$ cat src/rtl/ieee_conv_pkg.sv
// rtl/ieee_conv_pkg.sv - shared constants and FSM state type for the float to 8.8 converter
package ieee_conv_pkg;

  localparam int EXP_BIAS      = 127;
  localparam int EXP_FIELD_MAX = 255;
  localparam int MANT_W        = 23;
  localparam int FIX_W         = 8;

  typedef enum logic [1:0] {
    IDLE = 2'd0,
    CONV = 2'd1,
    DONE = 2'd2
  } state_t;

endpackage

$ cat src/rtl/int_frac_converter.sv
// rtl/int_frac_converter.sv - combinational IEEE-754 single to 8.8 fixed-point core with range gating
module int_frac_converter
  import ieee_conv_pkg::*;
#(
  parameter int MAX_EXP = 7
) (
  input  logic [31:0]      op,
  output logic [FIX_W-1:0] int_part,
  output logic [FIX_W-1:0] frac_part,
  output logic             err
);

  logic [7:0]        exp_field;
  logic signed [8:0] e;
  logic [31:0]       shifted;
  logic              unused_bits;

  assign exp_field = op[30:23];

  // Hidden one sits at bit 23; shifting by e places the binary point between bits 23 and 22.
  always_comb begin
    e         = 9'({1'b0, exp_field}) - 9'(EXP_BIAS);
    err       = op[31] | e[8] | (e > $signed(9'(MAX_EXP)))
              | (exp_field == 8'(EXP_FIELD_MAX));
    shifted   = {8'd0, 1'b1, op[MANT_W-1:0]} << e[2:0];
    int_part  = err ? '0 : shifted[30:23];
    frac_part = err ? '0 : shifted[22:15];
  end

  assign unused_bits = ^{shifted[31], shifted[14:0]};

endmodule

$ cat src/rtl/ieee_conv_arbiter.sv
// rtl/ieee_conv_arbiter.sv - round-robin two-requester front end sharing one float to 8.8 converter
module ieee_conv_arbiter
  import ieee_conv_pkg::*;
#(
  parameter int MAX_EXP = 7,
  parameter int CNT_W   = 8
) (
  input  logic             clk,
  input  logic             rst,
  input  logic             req0_valid,
  input  logic [31:0]      req0_data,
  output logic             req0_ready,
  input  logic             req1_valid,
  input  logic [31:0]      req1_data,
  output logic             req1_ready,
  output logic             out_valid,
  input  logic             out_ready,
  output logic [FIX_W-1:0] out_int,
  output logic [FIX_W-1:0] out_frac,
  output logic             out_id,
  output logic             out_err,
  output logic             busy,
  output logic [CNT_W-1:0] err_cnt,
  input  logic             err_cnt_clr
);

  state_t           state;
  logic [31:0]      op_q;
  logic             id_q;
  logic             last_gnt;
  logic             can_grant;
  logic             gnt;
  logic             winner;
  logic [FIX_W-1:0] conv_int;
  logic [FIX_W-1:0] conv_frac;
  logic             conv_err;

  // A grant is possible from IDLE, or from DONE in the same cycle the result is taken.
  always_comb begin
    can_grant = (state == IDLE) || ((state == DONE) && out_ready);
    gnt       = can_grant && (req0_valid || req1_valid);
    winner    = (req0_valid && req1_valid) ? ~last_gnt : req1_valid;
  end

  assign req0_ready = gnt && !winner;
  assign req1_ready = gnt && winner;
  assign out_valid  = (state == DONE);
  assign busy       = (state != IDLE);

  int_frac_converter #(
    .MAX_EXP(MAX_EXP)
  ) u_conv (
    .op       (op_q),
    .int_part (conv_int),
    .frac_part(conv_frac),
    .err      (conv_err)
  );

  always_ff @(posedge clk or posedge rst) begin
    if (rst) begin
      state    <= IDLE;
      op_q     <= '0;
      id_q     <= 1'b0;
      last_gnt <= 1'b1;
      out_int  <= '0;
      out_frac <= '0;
      out_id   <= 1'b0;
      out_err  <= 1'b0;
    end else begin
      case (state)
        IDLE: if (gnt) state <= CONV;
        CONV: begin
          state    <= DONE;
          out_int  <= conv_int;
          out_frac <= conv_frac;
          out_id   <= id_q;
          out_err  <= conv_err;
        end
        DONE: if (out_ready) state <= gnt ? CONV : IDLE;
        default: state <= IDLE;
      endcase
      if (gnt) begin
        op_q     <= winner ? req1_data : req0_data;
        id_q     <= winner;
        last_gnt <= winner;
      end
    end
  end

  always_ff @(posedge clk or posedge rst) begin
    if (rst) begin
      err_cnt <= '0;
    end else if (err_cnt_clr) begin
      err_cnt <= '0;
    end else if (out_valid && out_ready && out_err && (err_cnt != '1)) begin
      err_cnt <= err_cnt + 1'b1;
    end
  end

endmodule

$ cat config.mk
export PLATFORM = sky130hd
export DESIGN_NAME = ieee_conv_arbiter
export DESIGN_NICKNAME = d
export VERILOG_FILES = /design/src/rtl/ieee_conv_pkg.sv /design/src/rtl/int_frac_converter.sv /design/src/rtl/ieee_conv_arbiter.sv
export SDC_FILE = /design/constraint.sdc
export NUM_CORES = 1
export LEC_CHECK = 0
export CAP_MARGIN = 0
export CELL_PAD_IN_SITES_DETAIL_PLACEMENT = 0
export CELL_PAD_IN_SITES_GLOBAL_PLACEMENT = 1
export CORE_UTILIZATION = 38
export DETAILED_ROUTE_END_ITERATION = 16
export PLACE_DENSITY_LB_ADDON = 0.1
export SLEW_MARGIN = 5
export SYNTH_ARGS = -nofsm -noshare
export SYNTH_HDL_FRONTEND = slang
export SYNTH_SLANG_ARGS = --single-unit
$ cat constraint.sdc
create_clock -name clk -period 6.7 [get_ports clk]
set_clock_uncertainty 0.05 [all_clocks]
set_input_delay 1.005 -clock clk [delete_from_list [all_inputs] [get_ports clk]]
set_output_delay 1.005 -clock clk [all_outputs]
set_load 0.01 [all_outputs]
* Word-level counts from Yosys, hierarchy flattened
Cells that the tools add are included.
W data, S select, Z words.
** Word-level totals
- Register bits :: 62
- Bits in latches :: 0
- Memory bits (writable) :: 0
- Memory bits (read-only) :: 0
- Input bits :: 70
- Output and inout port bits :: 30
- Word-level logic and storage cells :: 47
- Memories kept :: 0
** Cells by class
- $add $sub $neg :: 2
- Multiply operators :: 0
- Divide/modulo/power cells :: 0
- Magnitude comparators :: 1
- Eq/ne operators :: 6
- Shift operators :: 1
- Multiplexer cells :: 10
- Bitwise logic cells :: 4
- Reduce and logical (&&, ||, !) cells :: 14
** Operators with widths (count)
- $mux W32 :: 1
- $mux W8 :: 4
- $shl A24 B3 Y31 :: 1
- $gt A9 B4 Y1 const B :: 1
- $sub A8 B7 Y9 const B :: 1
- $add A8 B1 Y8 const B :: 1
- $eq A8 B8 Y1 const B :: 1
- $ne A8 B8 Y1 const B :: 1
- $logic_and A1 B1 Y1 :: 7
- $pmux W2 S3 :: 1
- $mux W2 :: 2
- $reduce_bool A2 Y1 :: 2
- $or A1 B1 Y1 :: 3
- $eq A2 B1 Y1 const B :: 1
- $eq A2 B2 Y1 const B :: 1
- $logic_not A2 Y1 :: 1
- $logic_or A1 B1 Y1 :: 2
- $mux W1 :: 2
- $ne A2 B1 Y1 const B :: 1
- $ne A2 B2 Y1 const B :: 1
- $reduce_and A2 Y1 :: 1
- $logic_not A1 Y1 :: 1
- $not A1 Y1 :: 1

* Depth between registers and ports, before layout
Gate-level depths: netlist of run 1.
- Word-level depth :: 7
- Gate-level depth with buffers :: 10
- Gate-level depth less buffers :: 7

* Hierarchy
A second synthesis of run 1 with hierarchy kept.
** Second synthesis, totals
- Cell total of the unflattened synthesis :: 286
- Area, all modules :: 3437.0 um^2
** By module, submodules not included
- ieee_conv_arbiter :: times used 1, cells each 204, area an instance 2693.8 um^2, sequential area each 1552.7 um^2
- int_frac_converter :: times used 1, cells each 82, area an instance 743.2 um^2, sequential area each 0.0 um^2

* Least setup slack after synthesis of run 1
Ideal clock, no wire load.
- Path kind :: in2out
- Start :: input req0_valid
- End :: output req1_ready
- Data arrival time :: 1.809 ns
- Required time :: 5.645 ns
- Slack :: 3.836 ns
- Stages on the path :: 4
- Path buffers :: 2
- Cell sequence :: nand2_1 -> o2111a_1 -> clkbuf_1 -> buf_1
** On the way
- Word-level cells in the longest chain between the ends :: 3
- Elaborated cells on any way between the ends :: 5
- Those cells by class :: 1 x mux; 4 x reduce/logical
** RTL lines
- start, declared :: line ieee_conv_arbiter.sv:10 : input logic req0_valid,
- $logic_and A1 B1 Y1 or $logic_or A1 B1 Y1 (tied branches) :: line ieee_conv_arbiter.sv:42, ieee_conv_arbiter.sv:41
- $mux W1 or $logic_and A1 B1 Y1 (tied branches) :: line ieee_conv_arbiter.sv:42, ieee_conv_arbiter.sv:41
- $logic_and A1 B1 Y1 (*) :: line ieee_conv_arbiter.sv:46 : assign req1_ready = gnt && winner;
- end, declared :: line ieee_conv_arbiter.sv:15 : output logic req1_ready,
Every way passes the cells marked *; elsewhere a longest branch is shown, timed or not.

* Worst setup path after layout of run 1
- Start :: input out_ready
- End :: output req0_ready
** On the way
- Word-level cells in the longest chain between the ends :: 4
** RTL lines
- start, declared :: line ieee_conv_arbiter.sv:17 : input logic out_ready,
- $logic_and A1 B1 Y1 :: line ieee_conv_arbiter.sv:40 : can_grant = (state == IDLE) || ((state == DONE) && out_ready);
- $logic_or A1 B1 Y1 :: line ieee_conv_arbiter.sv:40
- $logic_and A1 B1 Y1 :: line ieee_conv_arbiter.sv:41 : gnt = can_grant && (req0_valid || req1_valid);
- $logic_and A1 B1 Y1 :: line ieee_conv_arbiter.sv:45 : assign req0_ready = gnt && !winner;
- end, declared :: line ieee_conv_arbiter.sv:12 : output logic req0_ready,
No other way between the ends.

==> results.md, run 1 <==
* CP Max Fanout at 28
* Largest net degree at the start of global routing at 55
* Mapped cell area at 2910 µm²
* Synth Area in Compound Gates at 0.187
* Max Used Layer: met4
* Initial antenna violation count at 0
* Nets at 405
* Leakage Power at 1.66 nW
* Met3 WL at 277 µm
* CTS resizes at 0
* Seq cells post-synth at 54
* CTS Hold Bufs at 0
* Antenna cell count at 0
* R2R Path Start: op_q[23]
* Setup ws final at 2.35 ns
* Seq pwr share at 0.363
* Drt total wl at 6080 µm
* DR vias/cell at 5.29
* Average wire per cell in the routed design at 14.1 µm
* Status: finished, final reports clean
* Drt pass-1 iters at 7
* Dpl hpwl at 4480 µm
* Final slew viol count at 0
* Post-Synth Adder-Cell Area at 0.0129
* Core area at 7330 µm²
* Hold crit path type: flop to flop
* CTS sink cnt at 54
* Clock share of power at 0.122
* Buffers on Ports at 83
* Via count at 2286
* Setup Fix Bufs, Post-CTS at 0
* Global-route wire length before repair at 10200 µm
* Critical path class: input port to output port
* Chip height at 89.5 µm
* R2R setup slack at 3.68 ns
* Hold Crit Start: out_int[7]
* Placer Congestion at 0.739
* Clk root buf: clkbuf_8
* H-tree depth at 2
* Cell count after synthesis at 256
* Gate power share at 0.515
* Switch share at 0.402
* Worst Max-Slew Pin Slew at 1.26 ns
* Peak Freq at 230 MHz
* Number of I/O pins at 100
* RR Endpoint: out_err
* Post-Synth Simple-Gate Area at 0.0950
* DR WL met2 at 2690 µm
* Layout cells sized above 1 at 0.114
* Worst EP required at 5.64 ns
* Post-Synth XOR/XNOR Area at 0.0271
* Finish-stage setup viols at 0
* RSZ-0062 raised after global routing: no
* Mux cell area share after synthesis at 0.142
* Initial drt markers at 156
* Peak VDD IR at 0.145 mV
* Final hold vios at 0
* # rows at 31
* Number of global-route vias before repair at 2067
* Area grow syn2layout at 33.8%
* Die area at 8010 µm²
* ANT nets after route at 0
* Final period util at 0.649
* Placed cell count at 424
* Startpoint Class: input port
* CTS max path bufs at 2
* Die Width at 89.5 µm
* Pwr dens at 396 nW/µm²
* Tot GR Track Use at 0.165
* Main flop type after synthesis: dfrtp_1
* P_int at 0.000922 W
* Clk_lat worst skew at 0.30 ns
* Final non-filler cell total at 432
* CTS clk-pin slew, worst paths at 0.09 ns
* Max-cap violations at 0
* Number of flops mapped to enable cells by yosys at 0
* Met1 WL at 3040 µm
* Library cells used by synthesis at 40
* Largest family of logic cells by synthesized area: compound AO/OA/AOI/OAI gates
* Pre-CTS WS at 2.35 ns
* Hold depth at 2
* CP endpoint kind: output port
* Switching pwr at 0.000621 W
* Post-Route Setup TNS at 0 ns
* Arrival @ worst endpoint at 3.30 ns
* Post-synthesis async set-or-reset flop share at 1.00
* Final min period at 4.35 ns
* Grt total ovfl at 0
* CTS buffer count at 5
* R2R cell count at 7
* Hold EP: out_int[7]
* Syn Nets at 329
* CTS tree: built
* Yosys warns at 0
* DRC at 0
* Max-slew headroom at 0.160
* Mean post-synth cell area at 11.4 µm²
* Starting Density at 0.397
* Sequential share of the synthesized area at 0.465
[per-stage QoR]
| stage | hold WS [ns] | total power [W] | utilization | area, µm² |
|---|---|---|---|---|
| after global placement | 0.414 | 0.00136 | 0.518 | 3800 |
| after CTS | 0.448 | 0.00156 | 0.531 | 3890 |
| after floorplan | 0.396 | 0.00115 | - | 2910 |
| after detailed placement | 0.425 | 0.00137 | 0.518 | 3800 |
| final | 0.435 | 0.00154 | 0.531 | 3890 |
| after global routing | 0.470 | 0.00166 | 0.531 | 3890 |
[layout by cell type, fill, tap and decap left out, drive strengths merged, types with 6 or more instances in the layout]
cell,instances
mux2i,12
nand2,26
a222oi,24
mux4,12
clkdlybuf4s50,83
o31ai,13
dfrtp,53
o21ai,6
clkbuf,6
nand3,6
nor2,12
inv,31
xor2,6
[state kept, by name (all words and copies together), names as in the netlist]
name / cells
state: 2
op_q: 24
out_id: 1
out_frac: 8
out_int: 8
id_q: 1
out_err: 1
err_cnt: 8
last_gnt: 1
[how the worst max path moves through the flow]
stage                     startpoint          to  slack, ns  cells after the start
after CTS                  out_ready  req0_ready       2.34                      5
after floorplan           req0_valid  req1_ready       3.84                      4
final                      out_ready  req0_ready       2.35                      5
after global routing       out_ready  req0_ready       2.20                      5
after detailed placement   out_ready  req0_ready       2.35                      5
after global placement     out_ready  req0_ready       2.35                      5
[cell families (layout without fill, tap and decap cells)]
family	count (synthesis)	after routing
flip-flops	54	54
buffers and inverters	48	125
AND/OR/NAND/NOR	59	59
multiplexers	26	26
AO/OA/AOI/OAI	57	57
adder cells (fa/ha/maj)	3	3
XOR/XNOR	9	9
[routing by layer]
layer  vias to the layer above  global-route usage
li1                       1119                   -
met1                      1086               0.239
met2                        76               0.250
met3                         5              0.0351
met4                         0              0.0433
met5                         -                   0
[power by group through the flow]
stage	registers, W	logic [W]	clock network, W
global placement	0.000565	0.000794	0
finish	0.000560	0.000795	0.000188
CTS	0.000562	0.000800	0.000197
detailed placement	0.000569	0.000798	0
global route	0.000584	0.000872	0.000206
floorplan	0.000521	0.000633	0
[cells in the mapped netlist, types with 3 or more instances]
cell / count / area share
buf_2: 5 / 0.0086
ha_1: 3 / 0.013
nand2_1: 26 / 0.034
dfrtp_1: 53 / 0.46
o31ai_1: 7 / 0.018
clkbuf_1: 7 / 0.0090
nand4_1: 3 / 0.0064
nand3_1: 5 / 0.0086
xor2_1: 6 / 0.018
nor3_1: 3 / 0.0052
o31ai_2: 5 / 0.021
and3_1: 3 / 0.0064
o21ai_0: 6 / 0.010
mux4_2: 12 / 0.093
xnor2_1: 3 / 0.0090
nor2_1: 12 / 0.015
a222oi_1: 24 / 0.083
inv_1: 31 / 0.040
mux2i_1: 12 / 0.041
a21oi_1: 4 / 0.0069
[final cells by class]
type	instances	area, µm²
tap	99	124
sequential	54	1350
inverter	31	116
timing repair buffer	86	853
fill	686	3440
clock buffer	6	82.6
clock inverter	2	12.5
multi-input combinational	154	1350
[worst max-delay path, stage by stage]
cell	delay [ns]
clkdlybuf4s50_1	0.49
o221ai_2	1.00
a21oi_2	0.02
buf_4	0.27
clkdlybuf4s50_1	0.51
Power figures use the tool's default switching activity.
==> run 2: changes to the inputs <==
--- a/config.mk
+++ b/config.mk
@@ -8,7 +8,7 @@
 export CAP_MARGIN = 0
 export CELL_PAD_IN_SITES_DETAIL_PLACEMENT = 0
 export CELL_PAD_IN_SITES_GLOBAL_PLACEMENT = 1
-export CORE_UTILIZATION = 38
+export CORE_UTILIZATION = 35
 export DETAILED_ROUTE_END_ITERATION = 16
 export PLACE_DENSITY_LB_ADDON = 0.1
 export SLEW_MARGIN = 5
==> constraint.sdc (replaced) <==
create_clock -name clk -period 4.4 [get_ports clk]
set_clock_uncertainty 0.05 [all_clocks]
set_input_delay 0.66 -clock clk [delete_from_list [all_inputs] [get_ports clk]]
set_output_delay 0.66 -clock clk [all_outputs]
set_load 0.01 [all_outputs]
==> results.md, run 2 (synthesized netlist as in run 1, its figures left out) <==
* H-tree depth at 2
* Die Width at 93.2 µm
* RSZ-0062 raised after global routing: no
* CTS Hold Bufs at 0
* Antenna cell count at 0
* Most frequent cells in the layout: clkdlybuf4s50_1 (83), dfrtp_1 (53), inv_1 (30), nand2_1 (26), a222oi_1 (24)
* CTS buffer count at 5
* Drt pass-1 iters at 7
* Peak Freq at 323 MHz
* Layout cells sized above 1 at 0.119
* R2R setup slack at 1.38 ns
* Worst Max-Slew Pin Slew at 1.13 ns
* CTS sink cnt at 54
* Max-slew headroom at 0.242
* Largest net degree at the start of global routing at 55
* Final slew viol count at 0
* Average wire per cell in the routed design at 14.7 µm
* Status: finished, final reports clean
* Filler instances at 732
* Clk_lat worst skew at 0.31 ns
* Post-Route Setup TNS at 0 ns
* Setup Fix Bufs, Post-CTS at 0
* CP Max Fanout at 28
* Tot GR Track Use at 0.163
* Worst EP required at 3.69 ns
* Dpl hpwl at 4710 µm
* Hold slack at 0.433 ns
* CTS resizes at 0
* Post-Route Utilization at 0.498
* Die area at 8680 µm²
* Final hold vios at 0
* Max reg flops at 24
* Core area at 7890 µm²
* Max-cap violations at 0
* Critical path class: input port to output port
* Placer Congestion at 0.742
* Area grow syn2layout at 34.9%
* Global-route wire length before repair at 11100 µm
* Peak VDD IR at 0.339 mV
* Number of global-route vias before repair at 2212
* Initial antenna violation count at 0
* R2R Path Start: op_q[23]
* DRC at 0
* Leakage Power at 1.68 nW
* Hold crit path type: flop to flop
* Hold Crit Start: out_int[2]
* # rows at 32
* Final period util at 0.704
* Buffers on Ports at 83
* CTS tree: built
* Starting Density at 0.369
* Drt total wl at 6430 µm
* Clk root buf: clkbuf_8
* Pwr dens at 613 nW/µm²
* Finish-stage setup viols at 0
* Commonest non-fill, non-tap cell in the layout: clkdlybuf4s50_1
* Startpoint Class: input port
* Grt total ovfl at 0
* Final min period at 3.10 ns
* CTS clk-pin slew, worst paths at 0.09 ns
* Initial drt markers at 165
* Arrival @ worst endpoint at 2.39 ns
* DR vias/cell at 5.24
* Nets at 407
* Chip height at 93.2 µm
* Crit path launch: req1_valid
* Total power at 0.00241 W
* Via count at 2290
* Number of I/O pins at 100
* CP endpoint kind: output port
* Biggest register: op_q
* CTS max path bufs at 2
* ANT nets after route at 0
==> run 2: path summary, 6_finish.rpt <==
| check | cells after the start | end |
|---|---|---|
| setup reg to reg | 5 | out_int[2] |
| hold reg to reg | 2 | out_int[2] |
| max in group asynchronous | 3 | op_q[31] |
| min in group asynchronous | 3 | op_q[30] |
| hold / removal | 2 | out_int[2] |
| setup / recovery | 5 | req0_ready |
==> run 2: cell type report <==
cell class,count,area [µm²],share of cell area
sequential,54,1350,0.344
multi-input combinational,154,1350,0.344
timing repair buffer,88,868,0.221
tap,102,128,0.0325
inverter,31,116,0.0296
clock buffer,5,68.8,0.0175
clock inverter,3,40.0,0.0102
==> run 2: metrics by stage <==
step / cell area, µm² / setup WS [ns] / instances
2_1_floorplan: 2910 / 2.22 / 256
4_1_cts: 3930 / 1.26 / 437
3_5_place_dp: 3820 / 1.28 / 429
6_report: 3930 / 1.30 / 437
5_1_grt: 3930 / 1.04 / 437
3_3_place_gp: 3820 / 1.27 / 429
==> run 2: layer usage <==
metal | vias to the layer above | routed length [µm] | GRT usage
met5 | - | 0 | 0
met4 | 0 | 86 | 0.0474
met3 | 8 | 295 | 0.0317
met2 | 72 | 2830 | 0.246
met1 | 1094 | 3220 | 0.237
li1 | 1116 | - | -
==> run 2: report_power, final <==
group	switching (W)	total [W]	internal, W
sequential	0.000202	0.000854	0.000652
clock	0.000159	0.000326	0.000168
combinational	0.000599	0.00123	0.000628
total	0.000960	0.00241	0.00145
==> run 2: worst max-delay path, stage by stage <==
cell,delay (ns)
clkdlybuf4s50_1,0.55
o221ai_2,0.12
buf_4,0.23
a21oi_2,0.24
clkdlybuf4s50_1,0.58
==> RTL change 1: new RTL, settings of run 2 <==
Put one more register stage on the output `err_cnt`, without a reset. The value now appears one clock later. The other outputs are not delayed to match.
--- a/src/rtl/ieee_conv_arbiter.sv
+++ b/src/rtl/ieee_conv_arbiter.sv
@@ -23,6 +23,8 @@
   output logic [CNT_W-1:0] err_cnt,
   input  logic             err_cnt_clr
 );
+
+  logic [CNT_W-1:0] err_cnt_s0;
 
   state_t           state;
   logic [31:0]      op_q;
@@ -89,12 +91,16 @@
 
   always_ff @(posedge clk or posedge rst) begin
     if (rst) begin
-      err_cnt <= '0;
+      err_cnt_s0 <= '0;
     end else if (err_cnt_clr) begin
-      err_cnt <= '0;
-    end else if (out_valid && out_ready && out_err && (err_cnt != '1)) begin
-      err_cnt <= err_cnt + 1'b1;
+      err_cnt_s0 <= '0;
+    end else if (out_valid && out_ready && out_err && (err_cnt_s0 != '1)) begin
+      err_cnt_s0 <= err_cnt_s0 + 1'b1;
     end
+  end
+
+  always_ff @(posedge clk) begin
+    err_cnt <= err_cnt_s0;
   end
 
 endmodule
Function: changed (a bounded check fails within 4 cycles, from zero or initial values and one cycle with rst high).
==> RTL change 1 against run 2 <==
- sequential cell count rose by 8
- total power rose by 12%
- worst hold slack got worse by 0.071 ns
- core utilization rose by 0.51 points
- sequential share of layout area rose by 1.6 points
- sequential power rose by 7.3%
- synthesized area rose by 5.3%
- design area rose by 6.8%
- setup slack got worse by 0.25 ns
- register-to-register slack got worse by 0.12 ns
- routed wire length barely moved
- critical path type unchanged
- largest power group unchanged
==> RTL change 1: results (changes against run 2) <==
Outcome
  • Run status: finished clean (unchanged)

Power and ir drop
  • Leakage: 1.81 nW (was 1.68 nW)
  • Worst vdd ir: 256 uV (was 339 uV)

Global routing
  • All-Layer GR Usage: 15.5% (was 16.3%)
  • First-pass GRT wire length: 10.7 mm (was 11.1 mm)
  • Vias in the first global route: 2193 (was 2212)
  • Largest net degree at the start of global routing: 55 (unchanged)
  • Initial antenna violation count: 0 (unchanged)

Finish
  • # fillers: 794 (was 732)
  • Largest reg by FF count: op_q (unchanged)
  • Nets: 420 (was 407)
  • Ant diodes: 0 (unchanged)
  • Share of cells above drive strength 1: 14.8% (was 11.9%)
  • Max reg flops: 24 (unchanged)

Place
  • Dpl hpwl: 4.70 mm (was 4.71 mm)
  • Setup WS pre-CTS: 1.03 ns (was 1.28 ns)
  • Gp weighted congestion: 0.730 (was 0.742)
  • Port bufs: 83 (unchanged)

Worst setup path
  • CP max FO: 28 (unchanged)
  • Max stage delay on crit path: 0.58 ns (about the same)
  • Kind of cell adding the most delay to the critical path: buffers and inverters (unchanged)
  • WP data arrival: 2.64 ns (was 2.39 ns)
  • CP max stage cell: clkdlybuf4s50_1 (unchanged)

Synth
  • Synth Warn #: 0 (unchanged)
  • Synth Flop Type: dfrtp_1 (unchanged)
  • Fraction of registers with async set/reset: 87.1% (was 100%)
  • Register area share after synthesis: 49.4% (was 46.5%)
  • Post-synth top cells: dfrtp_1 (53), inv_1 (29), nand2_1 (29), a222oi_1 (24), nor2_1 (13) (was dfrtp_1 (53), inv_1 (31), nand2_1 (26), a222oi_1 (24))
  • Leading post-synthesis cells by cell area: dfrtp_1 (43%), mux4_2 (8.1%), a222oi_1 (7.8%) (was dfrtp_1 (46%), mux4_2 (9.3%), a222oi_1 (8.3%))
  • Syn nets: 339 (was 329)
  • Count of cell types in the netlist: 47 (was 40)

Min path
  • Worst min path class: flop to flop (unchanged)

Clock tree
  • Root Buffer: clkbuf_8 (unchanged)
  • CTS H-Tree Depth: 3 (was 2)
  • Clock buffer depth: 2 (unchanged)
  • Clk slew on worst S/H paths: 0.07 ns (was 0.09 ns)
  • CTS resizes: 0 (unchanged)
  • Cts bufs inserted: 9 (was 5)
  • Post-CTS Setup Bufs: 0 (unchanged)
  • Worst-skew pair later-pin latency: 0.33 ns (was 0.31 ns)

Detailed routing
  • First-pass DRT Iterations: 5 (was 7)
  • WL final: 6.43 mm (about the same)
  • Via count: 2324 (was 2290)
  • Starting DRT DRC Count: 104 (was 165)

Timing
  • Max_slew headroom: 38.4% (was 24.2%)
## RTL change 1: changes by cell type after synthesis, sizes merged, moves of 3 or more
cell   before  now
nand2      26   29
dfxtp       0    8
nand3       6    3
o21ai       6    2
## RTL change 1: power by group
part	internal, W	leakage, nW	switching (W)
Combinational	0.000628	0.941	0.000606
Clock	0.000332	0.108	0.000220
Sequential	0.000728	0.760	0.000188
## RTL change 1: metal layers
metal / up-vias / GRT usage, % / part of all wire (%)
met1: 1108 / 22.0 / 49
met3: 10 / 3.11 / 4.6
met4: 0 / 6.34 / 1.6
met2: 62 / 23.0 / 44
met5: - / 0 / 0
li1: 1144 / - / -
## RTL change 1: worst paths after layout
path                         endpoint           from  slack (ns)  cells after the start
min in group asynchronous    state[1]            rst        0.77                      3
max in group asynchronous    op_q[10]            rst        3.08                      3
setup / recovery           req0_ready      out_ready        1.05                      6
setup reg to reg              out_err       op_q[23]        1.26                      7
hold / removal             err_cnt[5]  err_cnt_s0[5]        0.36                      0
hold reg to reg            err_cnt[5]  err_cnt_s0[5]        0.36                      0
## RTL change 1: worst reg2reg max path: stages (launching register included)
cell	delay [ns]
dfrtp_1	0.95
inv_1	0.11
ha_1	0.70
nor3_1	0.10
nand2_1	0.11
nand2_1	0.06
or4_4	0.63
mux2_2	0.32
## RTL change 1: kinds of logic (layout without fill, tap and decap cells)
| family | after synthesis | count (layout) | share of synthesized area, % |
|---|---|---|---|
| and+or+nand+nor | 65 | 65 | 10.2 |
| DFF | 62 | 62 | 49.4 |
| AOI/OAI and AO/OA | 54 | 54 | 16.6 |
| buffers and inverters | 47 | 133 | 6.74 |
| adders and majority gates | 3 | 3 | 1.23 |
| muxes | 25 | 25 | 12.7 |
| xor gates and xnor gates | 10 | 10 | 3.10 |
## RTL change 1: cell type report
cell class | count | area [um2] | share of cell area, %
Clock buffer | 10 | 138 | 3.28
Clock inverter | 6 | 85.1 | 2.03
Inverter | 29 | 109 | 2.60
Multi-Input combinational cell | 157 | 1350 | 32.2
Sequential cell | 62 | 1510 | 36.1
Tap cell | 105 | 131 | 3.13
Timing Repair Buffer | 88 | 868 | 20.7
## RTL change 1: through the flow
step / total power [W] / area (um2) / std cells / util [%] / hold WS (ns)
final: 0.00270 / 4190 / 457 / 50.3 / 0.362
after global routing: 0.00290 / 4190 / 457 / 50.3 / 0.390
after CTS: 0.00274 / 4190 / 457 / 50.3 / 0.368
after detailed placement: 0.00218 / 3970 / 441 / 47.6 / 0.344
after global placement: 0.00217 / 3970 / 441 / 47.6 / 0.352
after floorplan: 0.00183 / 3060 / 266 / - / 0.329
==> RTL change 2: new RTL, config.mk and constraints of run 2 <==
Made on the original files. Set the parameter `CNT_W` to 10 (it was 8).
--- a/src/rtl/ieee_conv_arbiter.sv
+++ b/src/rtl/ieee_conv_arbiter.sv
@@ -3,7 +3,7 @@
   import ieee_conv_pkg::*;
 #(
   parameter int MAX_EXP = 7,
-  parameter int CNT_W   = 8
+  parameter int CNT_W   = 10
 ) (
   input  logic             clk,
   input  logic             rst,
Ports: changed (resized err_cnt); port bits go from 100 to 102. No check against the original RTL was run, so the function may have changed too.
==> RTL change 2 against run 2 <==
- core utilization is 2.0 points lower
- register-to-register slack better by 0.62 ns
- setup slack worse by 0.064 ns
- worst hold slack better by 0.00088 ns
- design area is 5.6% higher
- sequential cell count is 2 higher
- sequential power is 5.2% lower
- total power is 4.5% higher
- routed wire length is 14% higher
- synthesized area is 7.0% higher
- critical path type unchanged
- largest cell class is now multi-input combinational cells
- highest routed layer unchanged
==> RTL change 2: results (changes against run 2) <==
Outcome
  • Run status: finished clean (unchanged)

Place
  • Dpl hpwl: 5.31 mm (was 4.71 mm)
  • Gp weighted congestion: 0.758 (was 0.742)
  • Placed insts: 467 (was 429)
  • Port bufs: 85 (was 83)

Detailed routing
  • Number of vias per cell: 5.19 (was 5.24)
  • WL final: 7.32 mm (was 6.43 mm)
  • First-pass DRT Iterations: 4 (was 7)
  • Drt wl/cell: 15.4 um (was 14.7 um)
  • Starting DRT DRC Count: 58 (was 165)

Synth
  • Register area share after synthesis: 45.0% (was 46.5%)
  • Synthesized area per cell: 10.9 um2 (was 11.4 um2)
  • Count of cell types in the netlist: 49 (was 40)
  • Post-synth top cells: dfrtp_1 (55), mux2i_1 (35), nand2_1 (29), a21o_1 (26), a22o_1 (24) (was dfrtp_1 (53), inv_1 (31), nand2_1 (26), a222oi_1 (24))
  • Syn nets: 358 (was 329)
  • Yosys top cell area share: 44.2% (was 45.6%)
  • Leading post-synthesis cells by cell area: dfrtp_1 (44%), mux2i_1 (11%), a22o_1 (6.7%) (was dfrtp_1 (46%), mux4_2 (9.3%), a222oi_1 (8.3%))

Power and ir drop
  • Leakage: 1.88 nW (was 1.68 nW)
  • P_int: 0.00146 W (was 0.00145 W)
  • Switch share: 42.1% (was 39.9%)
  • Worst vdd ir: 217 uV (was 339 uV)
  • Clk pwr share: 11.8% (was 13.6%)
  • Sequential share of power: 32.2% (was 35.5%)

Global routing
  • First-pass GRT wire length: 12.2 mm (was 11.1 mm)
  • Largest net degree at the start of global routing: 36 (was 55)
  • Vias in the first global route: 2397 (was 2212)
  • All-Layer GR Usage: 17.2% (was 16.3%)

Finish
  • Nets: 439 (was 407)
  • Share of cells above drive strength 1: 8.99% (was 11.9%)

Worst setup path
  • WP data arrival: 2.45 ns (was 2.39 ns)
  • Max stage delay on crit path: 0.59 ns
RTL change 2: cell types whose count changed in the layout (fill, tap and decap cells not counted), moves of 7 or more:
cell and delta:
a21oi_1 +7, inv_1 -23, a222oi_1 -24, a21o_1 +24, mux2i_1 +23, a22o_1 +24, mux4_2 -11
RTL change 2: cell families after synthesis:
kind of cell,Yosys count,share of synthesized area [%]
fa+ha+maj,3,1.21
compound gates,92,24.9
simple gates,67,11.0
flops,56,45.0
buf+inv,27,4.34
mux,37,12.3
xor+xnor,3,1.09
RTL change 2: cell type report:
| class | instances | area (um2) |
|---|---|---|
| Multi-Input combinational cell | 202 | 1580 |
| Timing Repair Buffer | 92 | 903 |
| Tap cell | 108 | 135 |
| Inverter | 9 | 33.8 |
| Fill cell | 855 | 4530 |
| Sequential cell | 56 | 1400 |
| Clock buffer | 8 | 90.1 |
RTL change 2: tightest hold or removal path: cells and delay by family, from the launching register on:
family | cells | cell delay, ns
and+or+nand+nor | 2 | 0.10
DFF | 1 | 0.35
RTL change 2: final timing paths:
kind	from	to	slack [ns]	cells after the start
setup / recovery	out_ready	req0_ready	1.24	5
hold / removal	out_id	out_id	0.43	2
setup reg to reg	op_q[23]	out_err	2.00	7
hold reg to reg	out_id	out_id	0.43	2
max in group asynchronous	rst	op_q[9]	2.84	3
min in group asynchronous	rst	op_q[27]	0.62	2
RTL change 2: layer usage:
| metal | vias to the layer above | GRT usage (%) | share of wire (%) |
|---|---|---|---|
| met3 | 7 | 2.92 | 4.0 |
| met1 | 1171 | 24.7 | 52 |
| met2 | 56 | 25.9 | 43 |
| li1 | 1232 | - | - |
| met5 | - | 0 | 0 |
| met4 | 0 | 5.88 | 1.4 |
